### config.mk
export PLATFORM = sky130hd
export DESIGN_NAME = inst_fetch_port
export DESIGN_NICKNAME = d
export VERILOG_FILES = /design/src/rtl/inst_fetch_port.sv
export SDC_FILE = /design/constraint.sdc
export NUM_CORES = 1
export LEC_CHECK = 0
export ABC_AREA = 0
export ABC_CLOCK_PERIOD_IN_PS = 2410
export BUFFER_PORTS_ARGS = -buffer_cell sky130_fd_sc_hd__buf_2
export CORE_MARGIN = 2
export CORE_UTILIZATION = 48
export DETAILED_ROUTE_END_ITERATION = 8
export GPL_TIMING_DRIVEN = 0
export PLACE_DENSITY_LB_ADDON = 0.3
export SLEW_MARGIN = 20
export SYNTH_ARGS = -nofsm -noshare
export SYNTH_HDL_FRONTEND = slang
export SYNTH_SLANG_ARGS = --single-unit
### constraint.sdc
create_clock -name clk -period 2.41 [get_ports clk]
set_input_delay 0.3615 -clock clk [delete_from_list [all_inputs] [get_ports clk]]
set_output_delay 0.3615 -clock clk [all_outputs]
set_load 0.01 [all_outputs]
### src/rtl/inst_fetch_port.sv
// inst_fetch_port: time-shares one asynchronous SRAM between instruction fetch and MEM-stage data access
module inst_fetch_port #(
  parameter int SRAM_AW     = 18,
  parameter int WAIT_CYCLES = 1
) (
  input  logic               clk,
  input  logic               rst,
  input  logic               if_req,
  input  logic [15:0]        if_addr,
  output logic [15:0]        if_inst,
  output logic [15:0]        if_inst_addr,
  output logic               if_valid,
  output logic               pc_keep,
  input  logic               mem_req,
  input  logic               mem_we,
  input  logic [15:0]        mem_addr,
  input  logic [15:0]        mem_wdata,
  output logic [15:0]        mem_rdata,
  output logic               mem_done,
  output logic [SRAM_AW-1:0] sram_addr,
  output logic [15:0]        sram_dout,
  input  logic [15:0]        sram_din,
  output logic               sram_dq_oe,
  output logic               sram_ce_n,
  output logic               sram_oe_n,
  output logic               sram_we_n
);
  localparam int CW = $clog2(WAIT_CYCLES + 2);
  localparam logic [CW-1:0] LAST = CW'(WAIT_CYCLES);
  typedef enum logic [2:0] {IDLE, FETCH, DREAD, DWRITE, WHOLD} state_t;
  state_t state_q, state_d;
  logic [CW-1:0] cnt_q, cnt_d;
  logic [SRAM_AW-1:0] sram_addr_q, sram_addr_d;
  logic [15:0] sram_dout_q, sram_dout_d;
  logic [15:0] if_inst_q, if_inst_d;
  logic [15:0] if_inst_addr_q, if_inst_addr_d;
  logic [15:0] mem_rdata_q, mem_rdata_d;
  logic if_valid_q, if_valid_d;
  logic mem_done_q, mem_done_d;
  logic ce_n_q, ce_n_d;
  logic oe_n_q, oe_n_d;
  logic we_n_q, we_n_d;
  logic dq_oe_q, dq_oe_d;
  logic strobe, last, fetch_end, read_end, start, mem_go, if_go;
  // Next-state: arbitrate in IDLE and on each access's completing edge; a finishing data access
  // ignores mem_req so the requester gets its mem_done cycle to drop it without a repeat access.
  always_comb begin
    strobe         = state_q inside {FETCH, DREAD, DWRITE};
    last           = cnt_q == LAST;
    fetch_end      = state_q == FETCH && last;
    read_end       = state_q == DREAD && last;
    start          = state_q == IDLE || fetch_end || read_end || state_q == WHOLD;
    mem_go         = mem_req && (state_q == IDLE || fetch_end);
    if_go          = start && if_req && !mem_go;
    state_d        = mem_go ? (mem_we ? DWRITE : DREAD) :
                     if_go ? FETCH :
                     start ? IDLE :
                     (state_q == DWRITE && last) ? WHOLD : state_q;
    cnt_d          = (strobe && !last) ? cnt_q + 1'b1 : '0;
    sram_addr_d    = mem_go ? SRAM_AW'(mem_addr) : if_go ? SRAM_AW'(if_addr) : sram_addr_q;
    sram_dout_d    = (mem_go && mem_we) ? mem_wdata : sram_dout_q;
    ce_n_d         = state_d == IDLE;
    oe_n_d         = !(state_d inside {FETCH, DREAD});
    we_n_d         = state_d != DWRITE;
    dq_oe_d        = state_d inside {DWRITE, WHOLD};
    if_inst_d      = fetch_end ? sram_din : if_inst_q;
    if_inst_addr_d = fetch_end ? sram_addr_q[15:0] : if_inst_addr_q;
    if_valid_d     = fetch_end && sram_addr_q == SRAM_AW'(if_addr);
    mem_rdata_d    = read_end ? sram_din : mem_rdata_q;
    mem_done_d     = read_end || state_q == WHOLD;
  end
  // All state and every SRAM pin are registered; reset parks the pins inactive at once.
  always_ff @(posedge clk or negedge rst) begin
    if (!rst) begin
      state_q        <= IDLE;
      cnt_q          <= '0;
      sram_addr_q    <= '0;
      sram_dout_q    <= '0;
      if_inst_q      <= '0;
      if_inst_addr_q <= '0;
      mem_rdata_q    <= '0;
      if_valid_q     <= 1'b0;
      mem_done_q     <= 1'b0;
      ce_n_q         <= 1'b1;
      oe_n_q         <= 1'b1;
      we_n_q         <= 1'b1;
      dq_oe_q        <= 1'b0;
    end else begin
      state_q        <= state_d;
      cnt_q          <= cnt_d;
      sram_addr_q    <= sram_addr_d;
      sram_dout_q    <= sram_dout_d;
      if_inst_q      <= if_inst_d;
      if_inst_addr_q <= if_inst_addr_d;
      mem_rdata_q    <= mem_rdata_d;
      if_valid_q     <= if_valid_d;
      mem_done_q     <= mem_done_d;
      ce_n_q         <= ce_n_d;
      oe_n_q         <= oe_n_d;
      we_n_q         <= we_n_d;
      dq_oe_q        <= dq_oe_d;
    end
  end
  assign pc_keep      = if_req & ~if_valid_q;
  assign if_inst      = if_inst_q;
  assign if_inst_addr = if_inst_addr_q;
  assign if_valid     = if_valid_q;
  assign mem_rdata    = mem_rdata_q;
  assign mem_done     = mem_done_q;
  assign sram_addr    = sram_addr_q;
  assign sram_dout    = sram_dout_q;
  assign sram_dq_oe   = dq_oe_q;
  assign sram_ce_n    = ce_n_q;
  assign sram_oe_n    = oe_n_q;
  assign sram_we_n    = we_n_q;
endmodule
# --- Word level (Yosys, flattened, before mapping) ---
# Cells that the tools add are included.
word_totals:
  register_bits: 93
  in_bits: 69
  elab_cells: 57
classes:
  n_addsub: 1
  n_eq_ne: 11
  n_mux: 8
  bitwise: 2
  reduce_logical: 22
ops:
  columns: ["cell", "n"]
  rows:
  - ["18-bit two-way mux", 2]
  - ["18-bit by 16-bit equality test with 1-bit output", 1]
  - ["3-bit by 2-bit equality test with 1-bit output (second input constant)", 4]
  - ["3-bit two-way mux", 4]
  - ["1-bit logical AND", 9]
  - ["3-bit by 1-bit equality test with 1-bit output (second input constant)", 2]
  - ["3-bit equality test (second input constant)", 2]
  - ["3-bit logical NOT", 2]
  - ["2-bit nonzero test", 3]
  - ["1-bit logical OR", 4]
  - ["1-bit logical NOT", 3]
  - ["3-bit by 2-bit inequality test with 1-bit output (second input constant)", 1]
  - ["3-bit nonzero test", 1]
  - ["2-bit by 1-bit adder with 2-bit output (second input constant)", 1]
  - ["2-bit by 1-bit equality test with 1-bit output (second input constant)", 1]
  - ["2-bit two-way mux", 1]
  - ["1-bit bitwise AND", 1]
  - ["1-bit two-way mux", 1]
  - ["1-bit NOT", 1]

# --- Depth between registers and ports, before layout ---
depth:
  word_depth: 12
  ltp_mapped: 8
  mapped_depth_nobuf: 6

# --- Worst setup path after synthesis ---
# No wires, ideal clock.
synth_timing:
  path_kind: "reg-to-reg"
  startpoint: "register cnt_q[1]"
  endpoint: "register sram_dout_q[10] (netlist: sram_dout[10])"
  arrival_ns: 1.753
  required_ns: 2.285
  path_slack_ns: 0.531
  stages_incl_launch_ff: 7
  path_buffers: 1
  synth_period_minus_slack_ns: 1.879
  cell_sequence: "dfrtp_1 inv_1 ha_1 nor2b_4 nor4b_4 buf_6 mux2_4"
synth_via:
  elab_chain_cells: 5
synth_lines:
  columns: ["element", "line", "rtl"]
  rows:
  - ["from (decl)", "32", "logic [CW-1:0] cnt_q, cnt_d;"]
  - ["from (signal assigned)", "90", "cnt_q <= cnt_d;"]
  - ["2-bit by 1-bit equality test with 1-bit output", "49", "last = cnt_q == LAST;"]
  - ["1-bit logical AND", "50", "fetch_end = state_q == FETCH && last;"]
  - ["1-bit logical OR", "53", "mem_go = mem_req && (state_q == IDLE || fetch_end);"]
  - ["1-bit logical AND", "53", null]
  - ["1-bit logical AND", "61", "sram_dout_d = (mem_go && mem_we) ? mem_wdata : sram_dout_q;"]
  - ["to (signal assigned)", "92", "sram_dout_q <= sram_dout_d;"]
  - ["to (decl)", "34", "logic [15:0] sram_dout_q, sram_dout_d;"]
# No other way between the ends.
# A chain may end at the register's enable or synchronous reset.

# --- Worst setup path after layout ---
layout_timing:
  startpoint: "register cnt_q[1]"
  endpoint: "register sram_addr_q[9] (netlist: sram_addr[9])"
layout_via:
  elab_chain_cells: 8
layout_lines:
  columns: ["element", "line", "rtl"]
  rows:
  - ["2-bit by 1-bit equality test with 1-bit output *", "49", null]
  - ["1-bit logical AND", "50", null]
  - ["1-bit logical OR", "52, 53", null]
  - ["1-bit logical OR (2 in a row)", "52", "start = state_q == IDLE || fetch_end || read_end || state_q == WHOLD;"]
  - ["1-bit logical AND (2 in a row)", "54", "if_go = start && if_req && !mem_go;"]
  - ["2-bit nonzero test (no line)", null, null]
  - ["to (signal assigned)", "91", "sram_addr_q <= sram_addr_d;"]
  - ["to (decl)", "33", "logic [SRAM_AW-1:0] sram_addr_q, sram_addr_d;"]
# Every way passes the cells marked *; elsewhere a longest branch is shown, timed or not.

==> flow_summary.toml <==
[setup_path]
cp_top_family = "compound AO/OA/AOI/OAI gates"
worstReg2RegEnd = "sram_addr[9]$_DFFE_PN0P_"
crit_buf_inv = 2
crit-reg2reg-launch = "cnt_q[1]$_DFF_PN0_"
rr_worst_depth = 7
crit_path_max_fanout = 10
critPathKind = "flip-flop to flip-flop"
endpoint_kind = "flip-flop"
critical_path.cell_chain = "inv_1 -> ha_1 -> and2b_1 -> o21ai_0 -> a21oi_1 -> clkbuf_2 -> o21ai_0"
arrival_ps = 2370
rrSetupSlack_ps = 280
crit_top_cell = "o21ai_0"
start_kind = "flip-flop"
worst-endpoint-required_ps = 2640
critical_path.slowest_cell = "a21oi_1"
crit_path_max_incr_delay_ps = 450

[min_path]
holdPathStages = 3
min_path_type = "input pin to flip-flop"
min_to = "sram_addr[15]$_DFFE_PN0P_"
min_from = "mem_addr[15]"

[final_layout]
final_nets = 530
regArea_sq_um = 2280
postLayoutCellArea_sq_um = 5080
drive_gt1_frac = 0.559
diodes = 0
fill_cells = 697
multi_input_area_sq_um = 1520
syn2layout_area_growth_pct = 29.1

[clock_tree]
clock_sinks = 91
postCtsSetupRepairBufs = 0
cts_tree = "yes"
htree_levels = 3
clock_latency_ps = 350
cts_resized = 0
cts_buffers = 9
clk_path_buf_depth = 2
cts.reportedPaths.clkPinSlew_ps = 100
cts-root-buf = "clkbuf_8"

[sta]
fin_crit_ps = 2130
setup_tns_ps = 0
hold_violations = 0
rsz0062_at_grt = "no"
timing.final.crit_share = 0.885
worst_slew_pin_slew_ps = 577
skew_ps = 9.91
clock.fmax_mhz = 469
setup_viol_count_final = 0
report.final.slew_viol_count = 0
max_slew_margin = 0.614

[routing]
routed_wl_microns = 9250
vias = 2954
dr.pass1.iters = 4
drc = 0
first_iter_violations = 76
wl_per_cell_microns = 16.2
viasPerCell = 5.18
ant_nets = 0

[die]
io_pins = 158
die_y_microns = 94.6
die-area_sq_um = 8940
rows = 33
die_x_microns = 94.6
initial_core_util = 0.487
coreArea_sq_um = 8090

[synthesis]
yosysWarnings = 0
syn_area_per_cell_sq_um = 13.5
syn-cell-area_sq_um = 3940
ys_seq_area_frac = 0.579
synth.top_cell.area_share = 0.559
synthTopCellsByArea = "dfrtp_1, mux2_2, mux2_4"
synth_area_leader_cell = "dfrtp_1"
syn_inst = 291
synth.distinct_cells = 41
ys_ff_latch = 91

[flow_run]
drv_cap = 0

[global_route]
track_usage = 0.211
grt_max_degree = 50
grt_pass1_vias = 2896
antenna_found_initial = 0
grt_overflow = 0
grt_pass1_wl_microns = 14300

[place]
hpwlAfterDp_microns = 6910
place_congestion = 0.882
placed_area_sq_um = 4880
io_buffers = 155

[pwr]
ir_worst_vdd_uv = 502
p_per_area_nw_per_um2 = 1080
power.leakage_nw = 2.57

[outcome]
status = "completed"
==> layout make-up <==
cell class | count | area share
Inverter | 6 | 0.00443
Timing Repair Buffer | 157 | 0.161
Clock buffer | 10 | 0.0271
Clock inverter | 6 | 0.0111
Sequential cell | 91 | 0.449
Tap cell | 105 | 0.0258
Multi-Input combinational cell | 176 | 0.300
Buffer | 19 | 0.0226
==> cell usage in the layout, fill, tap and decap left out, drive strengths merged, types with 2 or more instances in the layout <==
master / netlist / final
nand4: 3 / 3
dfrtp: 88 / 88
and3: 2 / 2
inv: 6 / 10
clkbuf: 5 / 15
xor2: 4 / 4
mux2: 64 / 64
a22oi: 2 / 2
o21ai: 17 / 17
nor2: 3 / 3
nand2: 20 / 20
a21o: 3 / 3
nor3: 2 / 2
xnor2: 12 / 12
a21oi: 3 / 3
dfstp: 3 / 3
a32oi: 17 / 17
nor4: 4 / 4
buf: 14 / 170
conb: 1 / 2
nand2b: 3 / 3
==> synthesized netlist by cell type (all sizes together) <==
cell type  number
a22o            1
xor2            4
a21o            3
nor2            3
conb            1
or2             1
mux2           64
dfrtp          88
nand2          20
buf            14
a211oi          1
nor2b           1
nor4b           1
nand3b          1
a22oi           2
ha              1
and3            2
dfstp           3
a2bb2oi         1
mux2i           1
clkbuf          5
and2            1
nand4           3
a32oi          17
inv             6
o31ai           1
and4bb          1
xnor2          12
o21a            1
nand2b          3
and2b           1
nor4            4
o21ai          17
nor3            2
nand4b          1
a21oi           3
==> per-stage QoR <==
step | setup WS (ps) | hold WS, ps | instances | utilization | total power, mW
global route | 81.1 | 207 | 570 | 0.628 | 5.86
finish | 276 | 222 | 570 | 0.628 | 5.50
CTS | 306 | 202 | 570 | 0.628 | 5.56
floorplan | 531 | 65.9 | 292 | - | 3.60
detailed placement | 324 | 393 | 553 | 0.603 | 4.54
global placement | 169 | 428 | 552 | 0.599 | 4.45
==> logic make-up after synthesis <==
family / count (synthesis) / synth area share
DFF: 91 / 0.579
muxes: 65 / 0.195
AOI/OAI and AO/OA: 47 / 0.0842
and+or+nand+nor: 45 / 0.0667
buffers and inverters: 25 / 0.0350
xor gates and xnor gates: 16 / 0.0356
adders and majority gates: 1 / 0.00318
other: 1 / 0.000952
==> state kept, by name, indices dropped and copies added (netlist names) <==
name,flops
mem_rdata,16
if_valid,1
sram_oe_n,1
cnt_q,2
sram_addr,16
mem_done,1
sram_dq_oe,1
sram_ce_n,1
state_q,3
sram_dout,16
if_inst,16
sram_we_n,1
if_inst_addr,16
==> worst min-delay path, delay by kind of cell <==
kind / cells / cell delay (ps)
AOI/OAI and AO/OA: 2 / 100
buffers and inverters: 1 / 80
==> how the worst max path moves through the flow <==
stage,start,end,slack (ps),depth (start not counted)
CTS,cnt_q[1]$_DFF_PN0_,sram_addr[9]$_DFFE_PN0P_,310,7
global route,cnt_q[1]$_DFF_PN0_,sram_addr[6]$_DFFE_PN0P_,80,7
detailed placement,cnt_q[1]$_DFF_PN0_,sram_dout[10]$_DFFE_PN0P_,320,6
floorplan,cnt_q[1]$_DFF_PN0_,sram_dout[10]$_DFFE_PN0P_,530,6
global placement,rst,sram_dout[13]$_DFFE_PN0P_,170,1
finish,cnt_q[1]$_DFF_PN0_,sram_addr[9]$_DFFE_PN0P_,280,7
==> layer usage <==
layer  track usage  vias up  part of all wire
li1              -     1386                 -
met1         0.274     1467              0.43
met2         0.342       92              0.49
met3        0.0511        9             0.061
met4        0.0845        0             0.012
met5             0        -                 0
==> report_power, final <==
part           leakage (nW)  internal (mW)  switching [mW]
Clock                0.0973          0.427           0.587
Combinational          1.33           1.01           0.933
Sequential             1.14           2.15           0.389
Total                  2.57           3.59            1.91
==> repair_timing <==
action / CTS / global route
hold buffers: 1 / 0
setup endpoints to repair: 0 / 0
hold endpoints to repair: 35 / 0
Power figures use the tool's default switching activity.
